[src/rtl/qpsk_symbol_demod.sv]
// qpsk_symbol_demod
//   Receive side of the 4-way carrier-select modulator. The serial 1-bit
//   stream is correlated against the four reference carriers over one symbol
//   of SYM_LEN valid samples. The reference with the most matching samples
//   gives the recovered 2-bit symbol (ties go to the lowest index). The
//   symbol is presented on a valid/ready output with a one-entry holding
//   register.
//
//   Optional feature macro: DEMOD_THRESH_EN
//     defined   : sym_err flags a winning count below MIN_MATCH.
//     undefined : sym_err is tied 0 and no comparator is built.
//
// Parameters
//   SYM_LEN    samples per symbol (>= 2)
//   MIN_MATCH  minimum winning count (threshold build only)
//   CW         width of the correlation counts, $clog2(SYM_LEN+1)
//
// Ports
//   clk           in   clock, rising edge
//   rst_n         in   asynchronous active-low reset
//   sym_start     in   symbol boundary strobe: clears counters, (re)starts
//   sample_valid  in   rx_bit / ref0..ref3 valid this cycle
//   rx_bit        in   received modulated sample
//   ref0..ref3    in   reference carriers for symbols 0..3
//   sym_out       out  recovered symbol
//   sym_conf      out  winning match count, 0..SYM_LEN
//   sym_valid     out  output register holds an unaccepted symbol
//   sym_ready     in   downstream accepts
//   overrun       out  sticky: a decided symbol was dropped
//   sym_err       out  winning count below MIN_MATCH (threshold build only)
module qpsk_symbol_demod #(
   parameter int  SYM_LEN   = 16,
   parameter int  MIN_MATCH = 12,
   localparam int CW        = $clog2(SYM_LEN + 1)
) (
   input  logic          clk,
   input  logic          rst_n,
   input  logic          sym_start,
   input  logic          sample_valid,
   input  logic          rx_bit,
   input  logic          ref0,
   input  logic          ref1,
   input  logic          ref2,
   input  logic          ref3,
   output logic [1:0]    sym_out,
   output logic [CW-1:0] sym_conf,
   output logic          sym_valid,
   input  logic          sym_ready,
   output logic          overrun,
   output logic          sym_err
);

   if (SYM_LEN < 2 || MIN_MATCH < 0 || MIN_MATCH > SYM_LEN) begin : g_param_check
      $error("qpsk_symbol_demod: need SYM_LEN >= 2 and 0 <= MIN_MATCH <= SYM_LEN");
   end

   typedef enum logic {
      S_IDLE  = 1'b0,
      S_ACCUM = 1'b1
   } state_t;

   state_t        state;
   state_t        state_nxt;
   logic          accum_en;
   logic [3:0]    match_p0;
   logic          last_p0;
   logic [CW-1:0] scnt;
   logic [CW-1:0] acc [4];
   logic [CW-1:0] snap_p1 [4];
   logic          vld_p1;
   logic [1:0]    win_sym;
   logic [CW-1:0] win_conf;
   logic [1:0]    dec_sym_p2;
   logic [CW-1:0] dec_conf_p2;
   logic          vld_p2;
   logic          load;
   logic          drop;

   // Argmax over four counts; strict '>' keeps the lowest index on a tie.
   function automatic logic [1:0] argmax4(input logic [CW-1:0] c0, input logic [CW-1:0] c1,
                                          input logic [CW-1:0] c2, input logic [CW-1:0] c3);
      logic [1:0]    idx;
      logic [CW-1:0] best;
      idx  = 2'd0;
      best = c0;
      if (c1 > best) begin idx = 2'd1; best = c1; end
      if (c2 > best) begin idx = 2'd2; best = c2; end
      if (c3 > best) begin idx = 2'd3; end
      return idx;
   endfunction

   always_ff @(posedge clk or negedge rst_n) begin
      if (!rst_n) state <= S_IDLE;
      else        state <= state_nxt;
   end

   always_comb begin
      state_nxt = state;
      case (state)
         S_IDLE:  if (sym_start) state_nxt = S_ACCUM;
         S_ACCUM: state_nxt = S_ACCUM;
         default: state_nxt = S_IDLE;
      endcase
   end

   // A sample arriving together with sym_start belongs to no symbol.
   always_comb begin
      accum_en = (state == S_ACCUM) && sample_valid && !sym_start;
   end

   // ---- stage p0: per-sample match and accumulation ----
   assign match_p0 = ~({ref3, ref2, ref1, ref0} ^ {4{rx_bit}});
   assign last_p0  = accum_en && (scnt == CW'(SYM_LEN - 1));

   always_ff @(posedge clk or negedge rst_n) begin
      if (!rst_n) begin
         scnt <= '0;
         for (int k = 0; k < 4; k++) acc[k] <= '0;
      end else if (sym_start || last_p0) begin
         scnt <= '0;
         for (int k = 0; k < 4; k++) acc[k] <= '0;
      end else if (accum_en) begin
         scnt <= scnt + CW'(1);
         for (int k = 0; k < 4; k++) acc[k] <= acc[k] + CW'(match_p0[k]);
      end
   end

   // ---- stage p1: snapshot of the final counts, freeing acc for the next symbol ----
   always_ff @(posedge clk or negedge rst_n) begin
      if (!rst_n) begin
         vld_p1 <= 1'b0;
         for (int k = 0; k < 4; k++) snap_p1[k] <= '0;
      end else begin
         vld_p1 <= last_p0;
         if (last_p0) begin
            for (int k = 0; k < 4; k++) snap_p1[k] <= acc[k] + CW'(match_p0[k]);
         end
      end
   end

   assign win_sym  = argmax4(snap_p1[0], snap_p1[1], snap_p1[2], snap_p1[3]);
   assign win_conf = snap_p1[win_sym];

   // ---- stage p2: registered decision offered to the output register ----
   always_ff @(posedge clk or negedge rst_n) begin
      if (!rst_n) begin
         vld_p2      <= 1'b0;
         dec_sym_p2  <= '0;
         dec_conf_p2 <= '0;
      end else begin
         vld_p2 <= vld_p1;
         if (vld_p1) begin
            dec_sym_p2  <= win_sym;
            dec_conf_p2 <= win_conf;
         end
      end
   end

   // ---- output holding register ----
   // A full register accepted this cycle may reload in the same cycle.
   assign load = vld_p2 && (!sym_valid || sym_ready);
   assign drop = vld_p2 && sym_valid && !sym_ready;

   always_ff @(posedge clk or negedge rst_n) begin
      if (!rst_n) begin
         sym_out   <= '0;
         sym_conf  <= '0;
         sym_valid <= 1'b0;
         overrun   <= 1'b0;
      end else begin
         if (load) begin
            sym_out   <= dec_sym_p2;
            sym_conf  <= dec_conf_p2;
            sym_valid <= 1'b1;
         end else if (sym_valid && sym_ready) begin
            sym_valid <= 1'b0;
         end
         // A drop on the same edge as sym_start is still reported.
         if (drop)           overrun <= 1'b1;
         else if (sym_start) overrun <= 1'b0;
      end
   end

`ifdef DEMOD_THRESH_EN
   always_ff @(posedge clk or negedge rst_n) begin
      if (!rst_n)    sym_err <= 1'b0;
      else if (load) sym_err <= (dec_conf_p2 < CW'(MIN_MATCH));
   end
`else
   assign sym_err = 1'b0;
`endif

endmodule

[config.mk]
export PLATFORM = sky130hd
export DESIGN_NAME = qpsk_symbol_demod
export DESIGN_NICKNAME = d
export VERILOG_FILES = /design/src/rtl/qpsk_symbol_demod.sv
export SDC_FILE = /design/constraint.sdc
export NUM_CORES = 1
export LEC_CHECK = 0
export ABC_AREA = 1
export CAP_MARGIN = 20
export CORE_ASPECT_RATIO = 2
export CORE_UTILIZATION = 54
export CTS_CLUSTER_DIAMETER = 120
export DETAILED_ROUTE_END_ITERATION = 16
export GPL_ROUTABILITY_DRIVEN = 1
export MAX_ROUTING_LAYER = met4
export PLACE_DENSITY = 0.76
export SYNTH_ARGS = -nofsm -noshare
export SYNTH_HDL_FRONTEND = slang
export SYNTH_SLANG_ARGS = --single-unit
[constraint.sdc]
create_clock -name clk -period 3.6 [get_ports clk]
set_clock_uncertainty 0.1 [all_clocks]
set_input_delay 0.54 -clock clk [delete_from_list [all_inputs] [get_ports clk]]
set_output_delay 0.54 -clock clk [all_outputs]
set_load 0.005 [all_outputs]
### Word level (Yosys, flattened, before mapping)

Index checks and enable logic that the tools add are counted.

| storage, ports and cells | value |
|---|---|
| RAM bits | 0 |
| input port bits | 10 |
| memories kept | 0 |
| latch bits | 0 |
| bits in read-only memories | 0 |
| word-level logic and storage cells | 65 |
| register bits after elaboration | 64 |
| output and inout bits | 10 |

| operators by class | value |
|---|---|
| reduce and logical (&&, ||, !) cells | 15 |
| $lt $le $gt $ge | 4 |
| muxes and demuxes | 18 |
| $mul | 0 |
| $add $sub $neg | 5 |
| eq/ne operators | 1 |
| shift-type cells | 0 |
| bitwise logic cells | 4 |
| divide/modulo/power cells | 0 |

Operators by type and width:

| cell | number |
|---|---|
| 20-bit 2-to-1 mux | 2 |
| 5-bit 2-to-1 mux | 6 |
| 5-bit by 1-bit adder with 5-bit output | 4 |
| 5-bit greater-than comparator | 3 |
| 5-bit binary-select mux with 2-bit select | 1 |
| 1-bit logical AND | 7 |
| 1-bit 2-to-1 mux | 6 |
| 2-bit nonzero test | 3 |
| 5-bit by 1-bit adder with 5-bit output (second input constant) | 1 |
| 5-bit by 4-bit == test with 1-bit output (second input constant) | 1 |
| 2-bit 2-to-1 mux | 2 |
| 4-bit NOT | 1 |
| 4-bit XOR | 1 |
| 3-bit >= comparator (second input constant) | 1 |
| 1-bit logical NOT | 3 |
| 2-bit NOT with 3-bit output | 1 |
| 1-bit logical OR | 2 |
| 1-bit one-hot mux with 2 select lines | 1 |
| 1-bit NOT | 1 |

### Depth between registers and ports, before layout

Gate-level depths: netlist (run 1).

| logic depth | value |
|---|---|
| depth after elaboration | 10 |
| mapped depth | 30 |
| gate-level depth less buffers | 30 |

### Least setup slack after synthesis (run 1)

Ideal clock, no wire load.

| timing | value |
|---|---|
| path kind | register to register |
| from | register snap_p1[14] in the netlist's numbering |
| to | register dec_conf_p2[0] |
| clock period less this slack | 3784 ps |
| required time | 3379 ps |
| setup slack | -184 ps |
| buffers on the path | 1 |
| setup time | 121 ps |
| cell stages (with the launch flop) | 30 |
| arrival | 3563 ps |
| cell sequence | dfrtp_1 ha_1 nand2_1 inv_1 nand2_1 nand2_1 nor2_1 nor2_4 nand2_1 o21a_1 inv_1 ha_1 nand2_1 nor2_1 nand2_1 nand3_1 nand2_2 inv_2 nand2_1 o21a_1 ha_1 nand2_1 inv_1 o21bai_1 nand2_1 o21ai_1 buf_2 nand3_1 nand2_1 a21oi_1 |

| on the way | value |
|---|---|
| cells in the longest elaborated chain, start to end | 10 |
| elaborated cells on any way between the ends | 12 |
| classes of those cells | 3 x order compare; 8 x mux; 1 x bitwise |

RTL lines:

| item | line | source |
|---|---|---|
| start: declaration | 69 | `logic [CW-1:0] snap_p1 [4];` |
| 5-bit greater-than comparator | 86 | `if (c1 > best) begin idx = 2'd1; best = c1; end` |
| 5-bit 2-to-1 mux | 86 |  |
| 5-bit greater-than comparator | 87 | `if (c2 > best) begin idx = 2'd2; best = c2; end` |
| 5-bit 2-to-1 mux | 87 |  |
| 5-bit greater-than comparator | 88 | `if (c3 > best) begin idx = 2'd3; end` |
| 2-bit 2-to-1 mux * | 88 |  |
| 2-bit NOT with 3-bit output (implied by the code) * | 142 | `assign win_conf = snap_p1[win_sym];` |
| 5-bit binary-select mux with 2-bit select * | 142 |  |
| 5-bit 2-to-1 mux (implied by the code) * (2 in series) | 142 |  |
| end signal: assignment | 154 | `dec_conf_p2 <= win_conf;` |
| end: declaration | 74 | `logic [CW-1:0] dec_conf_p2;` |

Every way passes the cells marked *; elsewhere a longest branch is shown, timed or not. The select of a mux whose other input is x is not followed.
A chain may end at the register's enable or synchronous reset.

### Final worst setup path (run 1)

Ends and elaborated chain as after synthesis.

==> metrics, run 1 <==
status=complete, but fails checks; failing checks=negative setup slack; TritonCTS clock tree=built; core area=6060 um^2; first-pass GRT wire length=13200 um; worst endpoint required time=3.71 ns; num ports=20; CTS Hold Bufs=0; CTS root buffer=clkbuf_16; clk_lat worst skew=0.33 ns; filler instances=431; VDD IR-drop max=0.400 mV; Final Hold Viols=0; endpoints failing setup=7; setup slack at placement=-0.360 ns; most frequent cells in the layout=nand2_1, dfrtp_1, inv_1; initial antenna violation count=0; share of post-route cells with drive strength above 1=0.289; Post-Synth XOR/XNOR Area=0.0407; CP max FO=7; antenna fix cells=0; crit path DAT=4.05 ns; reg2reg start=snap_p1[14]$_DFFE_PN0P_; Startpoint Class=flop; fin worst setup slack=-0.340 ns; Cell variety after synth=32; Synth Cell Area=3450 um^2; Routed Antenna Nets=0; num rows=40; DR iter-0 viols=117; Max-cap violations=0; gr usage total=0.275; Static Leak=0.00212 uW; grt ovf=0; Seq/Total Area, Yosys=0.465; # DRC=0; max_slew headroom=0.487; largest family of logic cells by synthesized area=simple AND/OR/NAND/NOR gates; vias=2834; H-tree levels=3; Setup CP Type=reg2reg; clock sink count=64; die area=6720 um^2; HPWL Detailed=5680 um; commonest non-fill, non-tap cell in the layout=nand2_1; area delta synth->final=30.7%; area of the multi-input gates=1800 um^2; Inst Count DP=519; syn_area_per_cell=8.68 um^2; Least-Margin Pin Slew=0.769 ns; min Tclk post-route=3.94 ns; power per cell area=376 nW/um^2; largest net degree at the start of global routing=37; Die H=115 um; Power, Total=1690 uW; PortBufs=18; routed len/inst=14.6 um; Reg clk slew, reported paths=0.05 ns; clock buffer depth=2; CTS buffer count=9; part of the cycle the worst path needs=1.09; RSZ-0062 raised after global routing=yes; DRT Wirelength=7920 um; post-synthesis adder-cell area fraction=0.0908; vias in the first global route=2909; syn nets=432; mux cell area share after synthesis=0.0163; complex-gate fraction of the synthesized area=0.108; Worst setup startpoint=snap_p1[14]$_DFFE_PN0P_; final std cells w/o fill=544; total area of sequential cells=1600 um^2; Fmax achieved=254 MHz; Crit. End Element=flop; Slew Limit Fails=0; nets@finish=491; Yosys warning count=0; initial core utilization=0.569; Die W=58.5 um; vias per cell=5.21; Finished Cell Area=4500 um^2; Placed Area=3930 um^2; simple-gate share of the synthesized area=0.198; #FFs+latches synth=64; drt first pass iters=6; Mapped Cells=397; Worst Hold Class=in2async; GP Congestion=0.880
[worst max-delay path, cell delays in order (launching register included)]
cell      delay [ns]
dfrtp_1         0.42
ha_4            0.30
nand2_4         0.07
nor3_4          0.20
nor2_4          0.07
nor2_4          0.20
inv_2           0.08
nand2_2         0.10
nand2_4         0.06
ha_4            0.27
nand2_2         0.05
nor2_2          0.12
nand2_1         0.08
nand3_2         0.09
nand2_4         0.07
inv_6           0.08
nand2_4         0.05
a21boi_2        0.15
ha_1            0.28
nand2_2         0.09
o21bai_1        0.11
nand2_1         0.11
o21ai_4         0.28
buf_6           0.16
nand3_1         0.07
nand2_1         0.10
a21oi_2         0.05
[per-stage QoR]
step           utilization  TNS [ns]  hold WS, ns
6_report             0.744     -2.15        0.188
5_1_grt              0.744     -3.82        0.260
4_1_cts              0.729     -1.21        0.210
3_5_place_dp         0.648     -2.34        0.355
3_3_place_gp         0.648     -1.58        0.353
2_1_floorplan            -         0        0.144
[repair_timing]
item / 4_1_cts / 5_1_grt
pin swaps: 28 / 18
setup buffers: 7 / 3
gates resized for setup: 32 / 22
endpoints found under the setup margin: 7 / 7
[routing by layer]
layer,up-vias,GRT usage,part of all wire
met5,-,-,0
met4,0,0.157,0.050
met3,26,0.0607,0.023
met2,52,0.487,0.57
met1,1354,0.265,0.36
li1,1402,-,-
[report_power, final]
group          switching [uW]  internal (uW)  total (uW)
sequential               13.9            740         754
clock                     297            528         825
combinational            74.5           41.1         116
total                     386           1310        1690
[flip-flops by register name (all words and copies together), names as in the netlist]
register,flops
acc,20
dec_conf_p2,5
dec_sym_p2,2
overrun,1
scnt,5
snap_p1,20
state,1
sym_conf,5
sym_out,2
sym_valid,1
vld_p1,1
vld_p2,1
[final timing paths]
| kind | to | slack, ns | cells after the start |
|---|---|---|---|
| setup / recovery | dec_conf_p2[0]$_DFFE_PN0P_ | -0.34 | 26 |
| hold reg to reg | state$_DFF_PN0_ | 0.37 | 1 |
| max in group asynchronous | acc[9]$_DFFE_PN0P_ | 2.48 | 2 |
| setup reg to reg | dec_conf_p2[0]$_DFFE_PN0P_ | -0.34 | 26 |
| min in group clk | state$_DFF_PN0_ | 0.37 | 1 |
| hold / removal | vld_p2$_DFF_PN0_ | 0.19 | 1 |
[cells by family after synthesis]
family | after synthesis
simple gates | 158
buf+inv | 65
flops | 64
compound gates | 63
fa+ha+maj | 25
xor+xnor | 16
mux | 5
other cells | 1
[cells in the mapped netlist (all sizes together)]
cell / count / area share
dfrtp: 64 / 0.46
nor2: 16 / 0.023
o21ai: 44 / 0.074
inv: 52 / 0.057
nand3: 33 / 0.048
ha: 25 / 0.091
xor2: 12 / 0.031
clkbuf: 4 / 0.0044
nor3: 4 / 0.0058
nand2: 100 / 0.11
nor3b: 1 / 0.0022
a21boi: 1 / 0.0022
buf: 9 / 0.019
o21a: 4 / 0.0087
mux2: 5 / 0.016
o22ai: 2 / 0.0054
a21oi: 11 / 0.016
xnor2: 4 / 0.010
or2: 1 / 0.0018
nand4: 3 / 0.0054
o21bai: 1 / 0.0022
conb: 1 / 0.0011
[layout make-up]
type	instances	area share
multi-input cells	268	0.400
flip-flops and latches	64	0.356
repair buffers	61	0.113
clock buffers	9	0.0500
inverters	52	0.0444
well taps	84	0.0233
clock inverters	6	0.0136
No activity file was read; power rests on OpenSTA's default activity.
==> run 2: changes to the inputs <==
--- a/config.mk
+++ b/config.mk
@@ -6,6 +6,7 @@
 export NUM_CORES = 1
 export LEC_CHECK = 0
 export ABC_AREA = 1
+export ABC_CLOCK_PERIOD_IN_PS = 3600
 export CAP_MARGIN = 20
 export CORE_ASPECT_RATIO = 2
 export CORE_UTILIZATION = 54
@@ -14,6 +15,7 @@
 export GPL_ROUTABILITY_DRIVEN = 1
 export MAX_ROUTING_LAYER = met4
 export PLACE_DENSITY = 0.76
+export SLEW_MARGIN = 20
 export SYNTH_ARGS = -nofsm -noshare
 export SYNTH_HDL_FRONTEND = slang
 export SYNTH_SLANG_ARGS = --single-unit
==> results of run 2 <==
The final DEF is identical to that of run 1; final timing and power are the same.
